## src/rtl/argon_pkg.sv

```systemverilog
// Shared writeback types, widths and the register one-hot helper for the argon
// register-file write path.
package argon_pkg;

    localparam int XLEN       = 32;
    localparam int REG_ADDR_W = 5;
    localparam int NUM_REGS   = 32;

    typedef struct packed {
        logic                  valid;
        logic [REG_ADDR_W-1:0] rd;
        logic [XLEN-1:0]       data;
    } wb_req_t;

    typedef enum logic {
        WB_SRC_ALU = 1'b0,
        WB_SRC_LSU = 1'b1
    } wb_src_e;

    // x0 never appears in the mask, so decode never stalls on it
    function automatic logic [NUM_REGS-1:0] rd_onehot(input logic valid,
                                                      input logic [REG_ADDR_W-1:0] rd);
        logic [NUM_REGS-1:0] mask_s;
        mask_s = {NUM_REGS{1'b0}};
        if (valid && (rd != {REG_ADDR_W{1'b0}})) begin
            mask_s[rd] = 1'b1;
        end else begin
            mask_s = {NUM_REGS{1'b0}};
        end
        return mask_s;
    endfunction

endpackage

```

## src/rtl/rf_write_arbiter_if.sv

```systemverilog
// Writeback handshake bundle between the ALU/LSU producers, the register-file
// write port and the decode hazard logic.
interface rf_write_arbiter_if;
    import argon_pkg::*;

    logic                  i_alu_valid;
    logic                  o_alu_ready;
    logic [REG_ADDR_W-1:0] i_alu_rd;
    logic [XLEN-1:0]       i_alu_data;

    logic                  i_lsu_valid;
    logic                  o_lsu_ready;
    logic [REG_ADDR_W-1:0] i_lsu_rd;
    logic [XLEN-1:0]       i_lsu_data;

    logic                  o_rf_write_en;
    logic [REG_ADDR_W-1:0] o_rf_selectW;
    logic [XLEN-1:0]       o_rf_portW;
    logic [NUM_REGS-1:0]   o_pending;
    logic                  o_busy;

    modport master (
        output i_alu_valid, i_alu_rd, i_alu_data,
        output i_lsu_valid, i_lsu_rd, i_lsu_data,
        input  o_alu_ready, o_lsu_ready,
        input  o_rf_write_en, o_rf_selectW, o_rf_portW, o_pending, o_busy
    );

    modport slave (
        input  i_alu_valid, i_alu_rd, i_alu_data,
        input  i_lsu_valid, i_lsu_rd, i_lsu_data,
        output o_alu_ready, o_lsu_ready,
        output o_rf_write_en, o_rf_selectW, o_rf_portW, o_pending, o_busy
    );

endinterface

```

## src/rtl/wb_slot.sv

```systemverilog
// One-entry writeback holding slot; writes to x0 are swallowed at the door and
// never occupy the slot.
module wb_slot
    import argon_pkg::*;
(
    input  logic                  i_clk,
    input  logic                  i_reset_n,
    input  logic                  i_load,
    input  logic [REG_ADDR_W-1:0] i_rd,
    input  logic [XLEN-1:0]       i_data,
    input  logic                  i_drain,
    output wb_req_t               o_slot,
    output wb_req_t               o_slot_next,
    output logic                  o_fill
);

    wb_req_t slot_r;
    wb_req_t slot_next_s;
    logic    fill_s;

    // Next occupancy: a fill wins over a drain so the slot refills in the cycle it empties
    always_comb begin
        slot_next_s = slot_r;
        fill_s      = i_load && (i_rd != {REG_ADDR_W{1'b0}});
        if (fill_s) begin
            slot_next_s = '{valid: 1'b1, rd: i_rd, data: i_data};
        end else if (i_drain) begin
            slot_next_s.valid = 1'b0;
        end else begin
            slot_next_s = slot_r;
        end
    end

    // Slot storage with synchronous active-low reset
    always_ff @(posedge i_clk) begin
        if (!i_reset_n) begin
            slot_r <= '{valid: 1'b0, rd: {REG_ADDR_W{1'b0}}, data: {XLEN{1'b0}}};
        end else begin
            slot_r <= slot_next_s;
        end
    end

    assign o_slot      = slot_r;
    assign o_slot_next = slot_next_s;
    assign o_fill      = fill_s;

endmodule

```

## src/rtl/rf_write_arbiter.sv

```systemverilog
// Shares the register-file write port between ALU and LSU writeback slots.
// Define ARGON_WB_RR_EN for round-robin; otherwise fixed LSU priority with ALU starvation guard.
module rf_write_arbiter
    import argon_pkg::*;
#(
    parameter int unsigned STARVE_LIMIT = 4
) (
    input  logic              i_clk,
    input  logic              i_reset_n,
    rf_write_arbiter_if.slave wb
);

    wb_req_t alu_slot_s;
    wb_req_t lsu_slot_s;
    wb_req_t alu_next_s;
    wb_req_t lsu_next_s;
    wb_req_t grant_entry_s;
    logic    alu_fill_s;
    logic    lsu_fill_s;
    logic    alu_ready_s;
    logic    lsu_ready_s;
    logic    grant_alu_s;
    logic    grant_lsu_s;
    logic    any_grant_s;
    logic    both_valid_s;
    wb_src_e older_r;

    logic [NUM_REGS-1:0]   pending_next_s;
    logic                  busy_next_s;
    logic                  rf_write_en_r;
    logic [REG_ADDR_W-1:0] rf_select_r;
    logic [XLEN-1:0]       rf_data_r;
    logic [NUM_REGS-1:0]   pending_r;
    logic                  busy_r;

`ifdef ARGON_WB_RR_EN
    wb_src_e rr_ptr_r;
`else
    localparam int CNT_W = (STARVE_LIMIT < 1) ? 1 : $clog2(STARVE_LIMIT + 1);
    localparam logic [CNT_W-1:0] STARVE_MAX = CNT_W'(STARVE_LIMIT);
    logic [CNT_W-1:0] starve_cnt_r;
`endif

    // Grant depends only on registered state, so ready never combines with valid
    assign alu_ready_s    = !i_reset_n || !alu_slot_s.valid || grant_alu_s;
    assign lsu_ready_s    = !i_reset_n || !lsu_slot_s.valid || grant_lsu_s;
    assign any_grant_s    = grant_alu_s || grant_lsu_s;
    assign both_valid_s   = alu_slot_s.valid && lsu_slot_s.valid;

    wb_slot u_alu_slot (
        .i_clk       (i_clk),
        .i_reset_n   (i_reset_n),
        .i_load      (wb.i_alu_valid && alu_ready_s),
        .i_rd        (wb.i_alu_rd),
        .i_data      (wb.i_alu_data),
        .i_drain     (grant_alu_s),
        .o_slot      (alu_slot_s),
        .o_slot_next (alu_next_s),
        .o_fill      (alu_fill_s)
    );

    wb_slot u_lsu_slot (
        .i_clk       (i_clk),
        .i_reset_n   (i_reset_n),
        .i_load      (wb.i_lsu_valid && lsu_ready_s),
        .i_rd        (wb.i_lsu_rd),
        .i_data      (wb.i_lsu_data),
        .i_drain     (grant_lsu_s),
        .o_slot      (lsu_slot_s),
        .o_slot_next (lsu_next_s),
        .o_fill      (lsu_fill_s)
    );

    // Pick at most one slot: same-rd entries drain oldest first, otherwise the policy decides
    always_comb begin
        grant_alu_s = 1'b0;
        grant_lsu_s = 1'b0;
        if (both_valid_s) begin
            if (alu_slot_s.rd == lsu_slot_s.rd) begin
                grant_alu_s = (older_r == WB_SRC_ALU);
                grant_lsu_s = (older_r == WB_SRC_LSU);
            end else begin
`ifdef ARGON_WB_RR_EN
                grant_alu_s = (rr_ptr_r == WB_SRC_ALU);
                grant_lsu_s = (rr_ptr_r == WB_SRC_LSU);
`else
                grant_alu_s = (starve_cnt_r == STARVE_MAX);
                grant_lsu_s = (starve_cnt_r != STARVE_MAX);
`endif
            end
        end else if (alu_slot_s.valid) begin
            grant_alu_s = 1'b1;
        end else if (lsu_slot_s.valid) begin
            grant_lsu_s = 1'b1;
        end else begin
            grant_alu_s = 1'b0;
            grant_lsu_s = 1'b0;
        end
    end

    // Payload of the granted slot heading to the output stage
    always_comb begin
        grant_entry_s = lsu_slot_s;
        if (grant_alu_s) begin
            grant_entry_s = alu_slot_s;
        end else begin
            grant_entry_s = lsu_slot_s;
        end
    end

    // Age flag: a fresh ALU entry is younger than whatever the LSU slot holds, ties included
    always_ff @(posedge i_clk) begin
        if (!i_reset_n) begin
            older_r <= WB_SRC_LSU;
        end else if (alu_fill_s) begin
            older_r <= WB_SRC_LSU;
        end else if (lsu_fill_s) begin
            older_r <= WB_SRC_ALU;
        end
    end

`ifdef ARGON_WB_RR_EN
    // Round-robin pointer names the source favoured on the next contended cycle
    always_ff @(posedge i_clk) begin
        if (!i_reset_n) begin
            rr_ptr_r <= WB_SRC_LSU;
        end else if (both_valid_s) begin
            rr_ptr_r <= grant_alu_s ? WB_SRC_LSU : WB_SRC_ALU;
        end
    end
`else
    // Saturating count of consecutive ALU losses; reaching the limit forces an ALU grant
    always_ff @(posedge i_clk) begin
        if (!i_reset_n) begin
            starve_cnt_r <= {CNT_W{1'b0}};
        end else if (alu_slot_s.valid && !grant_alu_s) begin
            if (starve_cnt_r != STARVE_MAX) begin
                starve_cnt_r <= starve_cnt_r + CNT_W'(1'b1);
            end
        end else begin
            starve_cnt_r <= {CNT_W{1'b0}};
        end
    end
`endif

    // Hazard mask and busy reflect the state that will exist after this edge
    always_comb begin
        pending_next_s = rd_onehot(alu_next_s.valid, alu_next_s.rd)
                       | rd_onehot(lsu_next_s.valid, lsu_next_s.rd)
                       | rd_onehot(any_grant_s, grant_entry_s.rd);
        busy_next_s    = alu_next_s.valid || lsu_next_s.valid || any_grant_s;
    end

    // Registered write command; select/data hold their last value when idle
    always_ff @(posedge i_clk) begin
        if (!i_reset_n) begin
            rf_write_en_r <= 1'b0;
            rf_select_r   <= {REG_ADDR_W{1'b0}};
            rf_data_r     <= {XLEN{1'b0}};
            pending_r     <= {NUM_REGS{1'b0}};
            busy_r        <= 1'b0;
        end else begin
            rf_write_en_r <= any_grant_s;
            pending_r     <= pending_next_s;
            busy_r        <= busy_next_s;
            if (any_grant_s) begin
                rf_select_r <= grant_entry_s.rd;
                rf_data_r   <= grant_entry_s.data;
            end
        end
    end

    assign wb.o_alu_ready   = alu_ready_s;
    assign wb.o_lsu_ready   = lsu_ready_s;
    assign wb.o_rf_write_en = rf_write_en_r;
    assign wb.o_rf_selectW  = rf_select_r;
    assign wb.o_rf_portW    = rf_data_r;
    assign wb.o_pending     = pending_r;
    assign wb.o_busy        = busy_r;

endmodule

```

## src/flat_wrapper.sv

```systemverilog
// flat-port wrapper written by rule: the top's interface ports become plain ports
module rf_write_arbiter_flat import argon_pkg::*;
#(
    parameter int unsigned STARVE_LIMIT = 4
)
  (i_clk, i_reset_n, wb_i_alu_valid, wb_i_alu_rd, wb_i_alu_data, wb_i_lsu_valid, wb_i_lsu_rd, wb_i_lsu_data, wb_o_alu_ready, wb_o_lsu_ready, wb_o_rf_write_en, wb_o_rf_selectW, wb_o_rf_portW, wb_o_pending, wb_o_busy);
  rf_write_arbiter_if wb_i ();
  input  logic i_clk;
  input  logic i_reset_n;
  input wire logic [$bits(wb_i.i_alu_valid)-1:0] wb_i_alu_valid;
  input wire logic [$bits(wb_i.i_alu_rd)-1:0] wb_i_alu_rd;
  input wire logic [$bits(wb_i.i_alu_data)-1:0] wb_i_alu_data;
  input wire logic [$bits(wb_i.i_lsu_valid)-1:0] wb_i_lsu_valid;
  input wire logic [$bits(wb_i.i_lsu_rd)-1:0] wb_i_lsu_rd;
  input wire logic [$bits(wb_i.i_lsu_data)-1:0] wb_i_lsu_data;
  output wire logic [$bits(wb_i.o_alu_ready)-1:0] wb_o_alu_ready;
  output wire logic [$bits(wb_i.o_lsu_ready)-1:0] wb_o_lsu_ready;
  output wire logic [$bits(wb_i.o_rf_write_en)-1:0] wb_o_rf_write_en;
  output wire logic [$bits(wb_i.o_rf_selectW)-1:0] wb_o_rf_selectW;
  output wire logic [$bits(wb_i.o_rf_portW)-1:0] wb_o_rf_portW;
  output wire logic [$bits(wb_i.o_pending)-1:0] wb_o_pending;
  output wire logic [$bits(wb_i.o_busy)-1:0] wb_o_busy;
  assign wb_i.i_alu_valid = wb_i_alu_valid;
  assign wb_i.i_alu_rd = wb_i_alu_rd;
  assign wb_i.i_alu_data = wb_i_alu_data;
  assign wb_i.i_lsu_valid = wb_i_lsu_valid;
  assign wb_i.i_lsu_rd = wb_i_lsu_rd;
  assign wb_i.i_lsu_data = wb_i_lsu_data;
  assign wb_o_alu_ready = wb_i.o_alu_ready;
  assign wb_o_lsu_ready = wb_i.o_lsu_ready;
  assign wb_o_rf_write_en = wb_i.o_rf_write_en;
  assign wb_o_rf_selectW = wb_i.o_rf_selectW;
  assign wb_o_rf_portW = wb_i.o_rf_portW;
  assign wb_o_pending = wb_i.o_pending;
  assign wb_o_busy = wb_i.o_busy;
  rf_write_arbiter #(.STARVE_LIMIT(STARVE_LIMIT)) u_core (.i_clk(i_clk), .i_reset_n(i_reset_n), .wb(wb_i));
endmodule
```

## config.mk

```make
export PLATFORM = sky130hd
export DESIGN_NAME = rf_write_arbiter_flat
export DESIGN_NICKNAME = d
export VERILOG_FILES = /design/src/rtl/argon_pkg.sv /design/src/rtl/rf_write_arbiter_if.sv /design/src/rtl/wb_slot.sv /design/src/rtl/rf_write_arbiter.sv /design/src/flat_wrapper.sv
export SDC_FILE = /design/constraint.sdc
export NUM_CORES = 1
export LEC_CHECK = 0
export CAP_MARGIN = 5
export CORE_MARGIN = 1.5
export CORE_UTILIZATION = 40
export DETAILED_ROUTE_END_ITERATION = 10
export HOLD_SLACK_MARGIN = 0.08
export PLACE_DENSITY = 0.76
export SYNTH_ARGS = -nofsm -noshare
export SYNTH_HDL_FRONTEND = slang
export SYNTH_SLANG_ARGS = --single-unit
```

## constraint.sdc

```tcl
create_clock -name i_clk -period 2.3 [get_ports i_clk]
set_clock_uncertainty 0.05 [all_clocks]
set_input_delay 0.46 -clock i_clk [delete_from_list [all_inputs] [get_ports i_clk]]
set_output_delay 0.46 -clock i_clk [all_outputs]
set_load 0.03 [all_outputs]
```

==> metrics <==
status finished, violations left; failing checks setup timing; Iteration-0 DRC Markers 762; total CTS buffers 17; commonest non-fill, non-tap cells in the layout nand2_1 (232), clkdlybuf4s50_1 (145), dfxtp_1 (141), buf_4 (107), a21oi_1 (64); via/cell ratio 5.717; DR WL met2 12230 um; final instance area 11110 um^2; Row Count 48; crit start category flip-flop; drt pass-1 iters 5; Die Wd 136.5 um; ratio of cells with drive above 1 in the final layout 29.24%; worst r2r src u_core.u_lsu_slot.o_slot[35]$_SDFF_PN0_; Seq. cell area 3048 um^2; RSZ-0062 raised after global routing yes; Warnings, synthesis 0; clock buffer depth 2; Max-slew headroom 47.23%; Fmax 420.2 MHz; delay-heaviest family, CP simple AND/OR/NAND/NOR gates; synthesized area 7131 um^2; Synth async-reset ratio 0%; antenna-violating nets left 0; Final Cycle Share 103.5%; Leakage 4.044 nW; DP Wirelength 16110 um; Crit. End Element flip-flop; Tot GR Track Use 25.38%; CTS Sinks 151; Core ar. 17360 um^2; WL final 25310 um; Area Overhead vs Synth 55.78%; root buffer cell clkbuf_16; first-pass GRT wire length 36220 um; Worst path max stage delay 0.36 ns; Avg Cell Area, Syn 8.075 um^2; final hold vios 0; FILL cells 1429; most common cell after layout, fill and taps aside nand2_1; final setup vio count 37; max cap viols 0; final std cells w/o fill 1357; Post-Synthesis Cells 883; Max Slew Vio Count 0; RR Endpoint u_core.wb.o_pending[30]$_SDFF_PN0_; CTS tree yes; die height 136.5 um; starting density of the core 41.08%; Mapped Nets 963; Buf/Inv on CP 2; R2R depth 9; slack of the critical path -0.07990 ns; met1 WL 10340 um; clk_lat worst skew 0.43 ns; Overflow after GRT 0; Post-synth EDFFs 0; # diodes 0; ys flop type dfxtp_1; Hold Slack 0.4057 ns; met3 WL 1978 um; Worst Path Required 2.52 ns; Pwr per Cell Area 671.1 nW/um^2; hold_sp u_core.u_alu_slot.o_slot[20]$_SDFFE_PN0P_; largest net degree at the start of global routing 77; critical setup path kind flip-flop to flip-flop; depth of the CTS H-tree 4; routed via count 7758; Core Util, Final 64.00%; NumNets Final 1199; DRC Markers 0; antenna violations before repair 0; hold depth 2; Netlist cell types 74; worst hold path type flip-flop to flip-flop; top sig layer met4; placed cell area 9444 um^2; worst endpoint data arrival time 2.60 ns; sequential area share after synthesis 42.39%; maximum vdd ir drop 523.7 uV; Wirelength per Cell 18.65 um; Die ar. 18640 um^2; minimum clock period 2.380 ns; dpl cells 1300; Critical Path, Cell by Cell xnor2_4, and3_4, buf_6, mux2i_4, and2_4, a21oi_1, buf_4, o22ai_1, a31oi_1; hold endpoint u_core.u_alu_slot.o_slot[20]$_SDFFE_PN0P_; port bufs 150; final RePlAce weighted congestion 0.9197; Yosys reg bits 151; number of global-route vias before repair 7103; Critical-path top delay cell dfxtp_4; Reg clk slew, reported paths 0.06 ns; reg2reg setup slack -0.08 ns; CP Max Fanout 5; io pins 151; multi-input logic area 4404 um^2; Slew @ Worst Pin 0.7915 ns
[registers in the layout (all words and copies together) (netlist names)]
register / flops
u_core.wb.o_rf_portW: 32
u_core.wb.o_pending: 32
u_core.older_r: 1
u_core.u_lsu_slot.o_slot: 38
u_core.wb.o_busy: 1
u_core.wb.o_rf_selectW: 5
u_core.wb.o_rf_write_en: 1
u_core.starve_cnt_r: 3
u_core.u_alu_slot.o_slot: 38
[layout make-up]
class	instances	share of cell area, %
clock buffers	20	4.111
well taps	225	2.534
clock inverters	12	1.498
repair buffers	286	24.37
flip-flops and latches	151	27.44
multi-input cells	652	39.65
inverters	11	0.3942
[metrics by stage]
step                setup slack, ns  power (mW)  setup TNS [ns]
floorplan                   0.06145       3.667               0
global placement            -0.5772       4.256          -44.59
detailed placement          -0.6438       4.278          -51.39
CTS                        -0.05810       7.291          -1.087
global route                -0.1427       7.715          -6.481
finish                     -0.07990       7.455          -1.437
[how the worst max path moves through the flow]
| stage | cells past startpoint | end | start | slack, ns |
|---|---|---|---|---|
| after floorplan | 9 | u_core.wb.o_pending[7]$_SDFF_PN0_ | u_core.u_alu_slot.o_slot[32]$_SDFF_PN0_ | 0.06 |
| after global placement | 9 | u_core.wb.o_pending[10]$_SDFF_PN0_ | wb_i_alu_rd[4] | -0.58 |
| after detailed placement | 9 | u_core.wb.o_pending[26]$_SDFF_PN0_ | i_reset_n | -0.64 |
| after CTS | 10 | u_core.u_lsu_slot.o_slot[15]$_SDFFE_PN0N_ | u_core.u_alu_slot.o_slot[36]$_SDFF_PN0_ | -0.06 |
| after global routing | 11 | u_core.u_lsu_slot.o_slot[14]$_SDFFE_PN0N_ | u_core.u_lsu_slot.o_slot[35]$_SDFF_PN0_ | -0.14 |
| final | 9 | u_core.wb.o_pending[30]$_SDFF_PN0_ | u_core.u_lsu_slot.o_slot[35]$_SDFF_PN0_ | -0.08 |
[worst register-to-register path, stage by stage (launching register included)]
cell and delay [ns]:
dfxtp_4 0.36, xnor2_4 0.20, and3_4 0.24, buf_6 0.11, mux2i_4 0.35, and2_4 0.28
a21oi_1 0.11, buf_4 0.18, o22ai_1 0.21, a31oi_1 0.14
[report_power, final]
group / leakage [nW] / internal [mW] / switching (mW)
clock network: 0.303 / 1.78 / 1.16
registers: 1.25 / 2.77 / 0.0908
logic: 2.50 / 0.728 / 0.920
total: 4.04 / 5.28 / 2.18
[synthesized netlist by cell type, types with 3 or more instances]
| cell type | instances | area share (%) |
|---|---|---|
| nand4_1 | 3 | 0.26 |
| xnor2_2 | 3 | 0.68 |
| o21ai_1 | 7 | 0.49 |
| inv_1 | 11 | 0.58 |
| buf_4 | 3 | 0.32 |
| o22ai_1 | 6 | 0.53 |
| nor2_1 | 66 | 3.5 |
| buf_2 | 17 | 1.2 |
| mux2i_1 | 3 | 0.42 |
| a311oi_2 | 20 | 4.2 |
| a31oi_1 | 7 | 0.61 |
| dfxtp_1 | 151 | 42 |
| and2_1 | 4 | 0.35 |
| a311oi_1 | 18 | 2.2 |
| clkbuf_1 | 32 | 1.7 |
| buf_6 | 11 | 1.7 |
| nor2b_1 | 6 | 0.53 |
| o31a_1 | 3 | 0.37 |
| buf_1 | 6 | 0.32 |
| mux2_2 | 4 | 0.63 |
| o32a_1 | 5 | 0.70 |
| o21ai_0 | 18 | 1.3 |
| nor3_1 | 17 | 1.2 |
| o22a_1 | 3 | 0.37 |
| nand2b_1 | 8 | 0.70 |
| or2_2 | 3 | 0.26 |
| o211ai_1 | 4 | 0.42 |
| nand3_1 | 22 | 1.5 |
| o221ai_1 | 26 | 3.2 |
| nand3b_1 | 4 | 0.42 |
| a21oi_1 | 84 | 5.9 |
| nand2_1 | 251 | 13 |
[kinds of logic after synthesis]
logic type | after synthesis | synth area share, %
other | 1 | 0.05259
adders and majority gates | 2 | 0.3509
buffers and inverters | 81 | 5.896
muxes | 8 | 1.369
xor gates and xnor gates | 6 | 1.053
AOI/OAI and AO/OA | 225 | 23.85
and+or+nand+nor | 409 | 25.04
DFF | 151 | 42.39
[routing by layer]
metal	GRT usage, %	vias up
li1	-	3579
met2	40.06	398
met4	11.29	0
met3	5.741	76
met1	33.10	3705
met5	0	-
[what timing repair did]
item / CTS / global route
cloned: 1 / 2
pin swaps: 11 / 64
buffers inserted: 10 / 13
hold buffers: 0 / 0
gates resized for setup: 49 / 150
setup endpoints to repair: 99 / 127
No activity file was read; power rests on OpenSTA's default activity.
